`src/rtl/sha256_msg_sched.sv`:
```
// -----------------------------------------------------------------------------
// sha256_msg_sched
//
// SHA-256 message schedule stage. It accepts one 512-bit padded block over a
// valid/ready handshake and streams the schedule words W[0..ROUNDS-1] to the
// round engine, one word per accepted beat. Only a 16-word sliding window is
// kept. Each beat shifts the window down by one word and appends the next
// expanded word.
//
// Handshakes (both sides): a transfer happens on a rising clk edge where
// valid && ready are both high. valid does not wait for ready. Once valid is
// raised, the payload holds until the transfer happens.
//
// Ports:
//   clk        in   1    rising-edge clock
//   reset      in   1    synchronous, active-high reset
//   blk_valid  in   1    block present on blk_data
//   blk_ready  out  1    stage can accept a block
//   blk_data   in   512  padded block, [511:480] = W[0] ... [31:0] = W[15]
//   w_valid    out  1    W / w_idx / w_last valid
//   w_ready    in   1    consumer takes W this cycle
//   W          out  32   schedule word W[w_idx]
//   w_idx      out  6    round index t
//   w_last     out  1    high when w_idx == ROUNDS-1
//   dbg_state  out  1    FSM state (0 = IDLE, 1 = RUN)
//
// Optional build macro: SHA256_SCHED_PRELOAD_EN
//   When defined, the next block can be accepted on the final beat of the
//   current block. This removes the one-cycle bubble between blocks.
// -----------------------------------------------------------------------------
module sha256_msg_sched #(
    parameter int ROUNDS = 64
) (
    input  logic         clk,
    input  logic         reset,
    input  logic         blk_valid,
    output logic         blk_ready,
    input  logic [511:0] blk_data,
    output logic         w_valid,
    input  logic         w_ready,
    output logic [31:0]  W,
    output logic [5:0]   w_idx,
    output logic         w_last,
    output logic         dbg_state
);

    typedef enum logic {
        IDLE = 1'b0,
        RUN  = 1'b1
    } state_t;

    localparam logic [5:0] LAST_IDX = 6'(ROUNDS - 1);

    state_t      state_q, state_d;
    logic [31:0] win_q [16];
    logic [31:0] win_d [16];
    logic [5:0]  t_q, t_d;
    logic        last_q, last_d;

    logic        beat;
    logic        load;

    function automatic logic [31:0] sig0(input logic [31:0] x);
        return {x[6:0], x[31:7]} ^ {x[17:0], x[31:18]} ^ (x >> 3);
    endfunction

    function automatic logic [31:0] sig1(input logic [31:0] x);
        return {x[16:0], x[31:17]} ^ {x[18:0], x[31:19]} ^ (x >> 10);
    endfunction

    always_comb begin
        state_d = state_q;
        win_d   = win_q;
        t_d     = t_q;
        last_d  = last_q;

        beat = (state_q == RUN) && w_ready;

`ifdef SHA256_SCHED_PRELOAD_EN
        // The final beat frees the window, so a new block can load over it
        // in the same cycle.
        blk_ready = (state_q == IDLE) || ((state_q == RUN) && last_q && w_ready);
`else
        blk_ready = (state_q == IDLE);
`endif

        load = blk_valid && blk_ready;

        if (load) begin
            for (int i = 0; i < 16; i++) begin
                win_d[i] = blk_data[511 - 32*i -: 32];
            end
            t_d     = 6'd0;
            last_d  = 1'b0;
            state_d = RUN;
        end else if (beat) begin
            if (last_q) begin
                t_d     = 6'd0;
                last_d  = 1'b0;
                state_d = IDLE;
            end else begin
                for (int i = 0; i < 15; i++) begin
                    win_d[i] = win_q[i+1];
                end
                // Once win_q[0] holds W[t], win_q[15] becomes W[t+16].
                win_d[15] = sig1(win_q[14]) + win_q[9] + sig0(win_q[1]) + win_q[0];
                t_d       = t_q + 6'd1;
                last_d    = ((t_q + 6'd1) == LAST_IDX);
            end
        end

        w_valid   = (state_q == RUN);
        W         = win_q[0];
        w_idx     = t_q;
        w_last    = last_q;
        dbg_state = state_q;
    end

    always_ff @(posedge clk) begin
        if (reset) begin
            state_q <= IDLE;
            t_q     <= 6'd0;
            last_q  <= 1'b0;
        end else begin
            state_q <= state_d;
            t_q     <= t_d;
            last_q  <= last_d;
        end
        // The window has no reset. It is always loaded before use.
        win_q <= win_d;
    end

endmodule
```
`config.mk`:
```
export PLATFORM = sky130hd
export DESIGN_NAME = sha256_msg_sched
export DESIGN_NICKNAME = d
export VERILOG_FILES = /design/src/rtl/sha256_msg_sched.sv
export SDC_FILE = /design/constraint.sdc
export NUM_CORES = 1
export LEC_CHECK = 0
export CORE_UTILIZATION = 50
export CTS_BUF_LIST = sky130_fd_sc_hd__clkbuf_8 sky130_fd_sc_hd__clkbuf_16
export DETAILED_ROUTE_END_ITERATION = 12
export PLACE_DENSITY = 0.78
export SLEW_MARGIN = 20
export SYNTH_ARGS = -nofsm -noshare
export SYNTH_HDL_FRONTEND = slang
export SYNTH_SLANG_ARGS = --single-unit
```
`constraint.sdc`:
```
create_clock -name clk -period 60.2 [get_ports clk]
set_input_delay 12.04 -clock clk [delete_from_list [all_inputs] [get_ports clk]]
set_output_delay 12.04 -clock clk [all_outputs]
set_load 0.02 [all_outputs]
```
==> flow_metrics.env <==
export IMPL_drtIter0Drc=2497
export IMPL_r2r_worst_path_cells=14
export IMPL_r2r_end="win_q[21]"
export IMPL_cts_hold_buf=0
export IMPL_arrival_ps=15650
export IMPL_tightest_slew_ps=1260
export IMPL_status="finished clean"
export IMPL_synthFlopType="edfxtp_1"
export IMPL_io_pins=558
export IMPL_ys_ff_latch=520
export IMPL_period_share=0.256
export IMPL_clock_latency_ps=620
export IMPL_synth_compound_area_frac=0.0382
export IMPL_worst_path_buf_inv=4
export IMPL_place_inst=3833
export IMPL_clk_pin_slew_worst_paths_ps=60
export IMPL_setup_tns_ps=0
export IMPL_rsz0062_at_grt="no"
export IMPL_r2r_slack_ps=55140
export IMPL_gp_congestion=0.989
export IMPL_cts_tree="done"
export IMPL_grt_ovfl_total=0
export IMPL_hold_depth=2
export IMPL_yosys_mux_area_fraction=0.000753
export IMPL_synth_adder_area_share=0.0622
export IMPL_critical_path_class="in -> reg"
export IMPL_die_w_um=233
export IMPL_power_leakage_nw=14.7
export IMPL_required_ps=60430
export IMPL_min_delay_start="win_q[167]"
export IMPL_ant_nets=0
export IMPL_clockBufferDepth=3
export IMPL_dpl_hpwl_mm=65.2
export IMPL_cts_sinks=520
export IMPL_portBuffers=557
export IMPL_grt_max_degree=264
export IMPL_routed_via_density=5.29
export IMPL_synthSimpleGateAreaFrac=0.220
export IMPL_worst_slack_ps=44780
export IMPL_layout_nets=3813
export IMPL_fin_util=0.652
export IMPL_holdWs_ps=512
export IMPL_async_reset_ff_frac=0
export IMPL_first_pass_iters=6
export IMPL_hold_violations=0
export IMPL_grt_total_usage=0.315
export IMPL_fmax_mhz=64.9
export IMPL_syn_avg_cell_area_um2=9.71
export IMPL_die_h_um=233
export IMPL_crit_fanout=95
export IMPL_multiInputGateArea_mm2=0.00981
export IMPL_cp_slowest_cell="buf_4"
export IMPL_slew_headroom=0.163
export IMPL_slew_viol_final=0
export IMPL_first_global_vias=20300
export IMPL_path_cells="clkdlybuf4s50_1 > nand2_4 > o21ai_4 > buf_4 > buf_4 > buf_6"
export IMPL_grt_pass1_wl_mm=123
export IMPL_crit_top_cell="buf_4"
export IMPL_initial_core_util=0.506
export IMPL_antenna_found_initial=12
export IMPL_ys_warn_count=0
export IMPL_die_area_mm2=0.0541
export IMPL_drc_errors=0
export IMPL_max_stage_delay_ps=780
export IMPL_synthCells=2736
export IMPL_fillers=4104
export IMPL_cts_setup_buffers=0
export IMPL_synth_seq_area_share=0.584
export IMPL_hold_path_class="reg -> reg"
export IMPL_setup_viol=0
export IMPL_syn_nets=3347
export IMPL_register_area_mm2=0.0155
export IMPL_vdd_drop_max_mv=0.0363
export IMPL_synth_cell_area_mm2=0.0266
export IMPL_cts_max_level=2
export IMPL_cts_root_buf="clkbuf_16"
export IMPL_hold_end="win_q[199]"
export IMPL_drv_cap=0
export IMPL_fin_cells=3945
export IMPL_via_count=20900
export IMPL_powerDensity_mw_per_mm2=46.4
export IMPL_ys_types=59
export IMPL_min_period_ps=15420
export IMPL_critical_path_top_delay_family="buffers and inverters"
export IMPL_wl_per_cell_um=22.0
export IMPL_row_count=84
export IMPL_synth_top_family_by_area="simple AND/OR/NAND/NOR gates"
export IMPL_coreArea_mm2=0.0526
export IMPL_synth_edf_count=512
export IMPL_wl_mm=86.7
export IMPL_cts_resized=0
export IMPL_syn_to_final_growth_pct=28.9
export IMPL_fin_skew_ps=34.0
export IMPL_place_ws_ps=43880
export IMPL_critPathCaptureType="register"
export IMPL_cts_buffers=55
export IMPL_synth_xor_area_share=0.0468
export IMPL_worst_setup_path_start_kind="input port"
export IMPL_drive_gt1_frac=0.0339
export IMPL_r2r_start="win_q[50]"
-- layout make-up --
type | count | area share
inverters | 127 | 0.0139
clock buffers | 56 | 0.0409
clock inverters | 46 | 0.0126
repair buffers | 569 | 0.167
diodes | 10 | 0.000731
multi-input cells | 1929 | 0.286
well taps | 688 | 0.0251
flip-flops and latches | 520 | 0.454
-- flip-flops by register name, summed over array words and instances (netlist names) --
name,count
w_last,1
W,32
dbg_state,1
w_idx,6
win_q,480
-- stage by stage --
stage,cell area [um2],total power [mW]
after global routing,34300,1.68
after detailed placement,32400,1.23
after global placement,32400,1.22
after CTS,34200,1.58
after floorplan,26600,1.06
final,34300,1.59
-- cells in the mapped netlist, types with 12 or more instances --
library cell / number / area [um2]
clkbuf_1: 113 / 424
inv_1: 127 / 477
ha_1: 33 / 413
fa_1: 62 / 1240
a21oi_1: 52 / 260
nand3_1: 12 / 60.1
buf_4: 34 / 255
nor3_1: 18 / 90.1
xor2_1: 55 / 482
nor2_1: 34 / 128
nand2_1: 1429 / 5360
xnor2_1: 87 / 762
edfxtp_1: 512 / 15400
a21o_1: 13 / 97.6
o21ai_0: 55 / 275
-- where the power goes --
group	leakage [nW]	internal [mW]	switching (mW)
clock	0.925	0.200	0.144
sequential	5.10	0.486	0.0376
combinational	8.64	0.282	0.441
total	14.7	0.967	0.623
-- routing by layer --
layer,share of wire,GRT usage
met3,0.083,0.0515
met2,0.48,0.514
met1,0.39,0.416
met5,0.00015,0
met4,0.044,0.132
-- worst reg2reg max path, cell delays in order, from the launching register on --
cell      delay, ps
edfxtp_1        600
xor2_1          250
xnor2_1         340
fa_1            480
inv_1            80
fa_1            410
ha_1            230
fa_1            490
a211oi_1        300
o21ai_1         160
a31oi_1         280
a211oi_1        160
o32ai_1         470
xor2_1          390
o21ai_0         130
-- worst max path at each step --
stage                         start    endpoint  slack (ps)  cells past startpoint
after CTS                 blk_valid  win_q[298]       44530                      6
final                     blk_valid  win_q[298]       44780                      6
after global placement    blk_valid  win_q[305]       44000                      6
after global routing      blk_valid  win_q[293]       44530                      6
after detailed placement  blk_valid  win_q[304]       43880                      6
after floorplan             w_ready        W[0]       10140                      3
-- cells in the final DEF, fill, tap and decap left out, drive strengths merged, types with 10 or more instances in the layout --
cell,count
nand2,1430
clkdlybuf4s50,557
edfxtp,512
inv,133
xnor2,87
fa,62
o21ai,58
clkbuf,56
xor2,55
a21oi,54
nor2,34
ha,33
clkinv,33
nor3,18
a21o,13
nand3,12
buf,12
diode,10
-- kinds of logic (layout without fill, tap and decap cells) --
kind of cell	after synthesis	count (layout)
AO/OA/AOI/OAI	167	167
XOR/XNOR	142	142
adder cells (fa/ha/maj)	95	95
buffers and inverters	287	798
flip-flops	520	520
multiplexers	2	2
other	0	10
AND/OR/NAND/NOR	1523	1523
No activity file was read; power rests on OpenSTA's default activity.
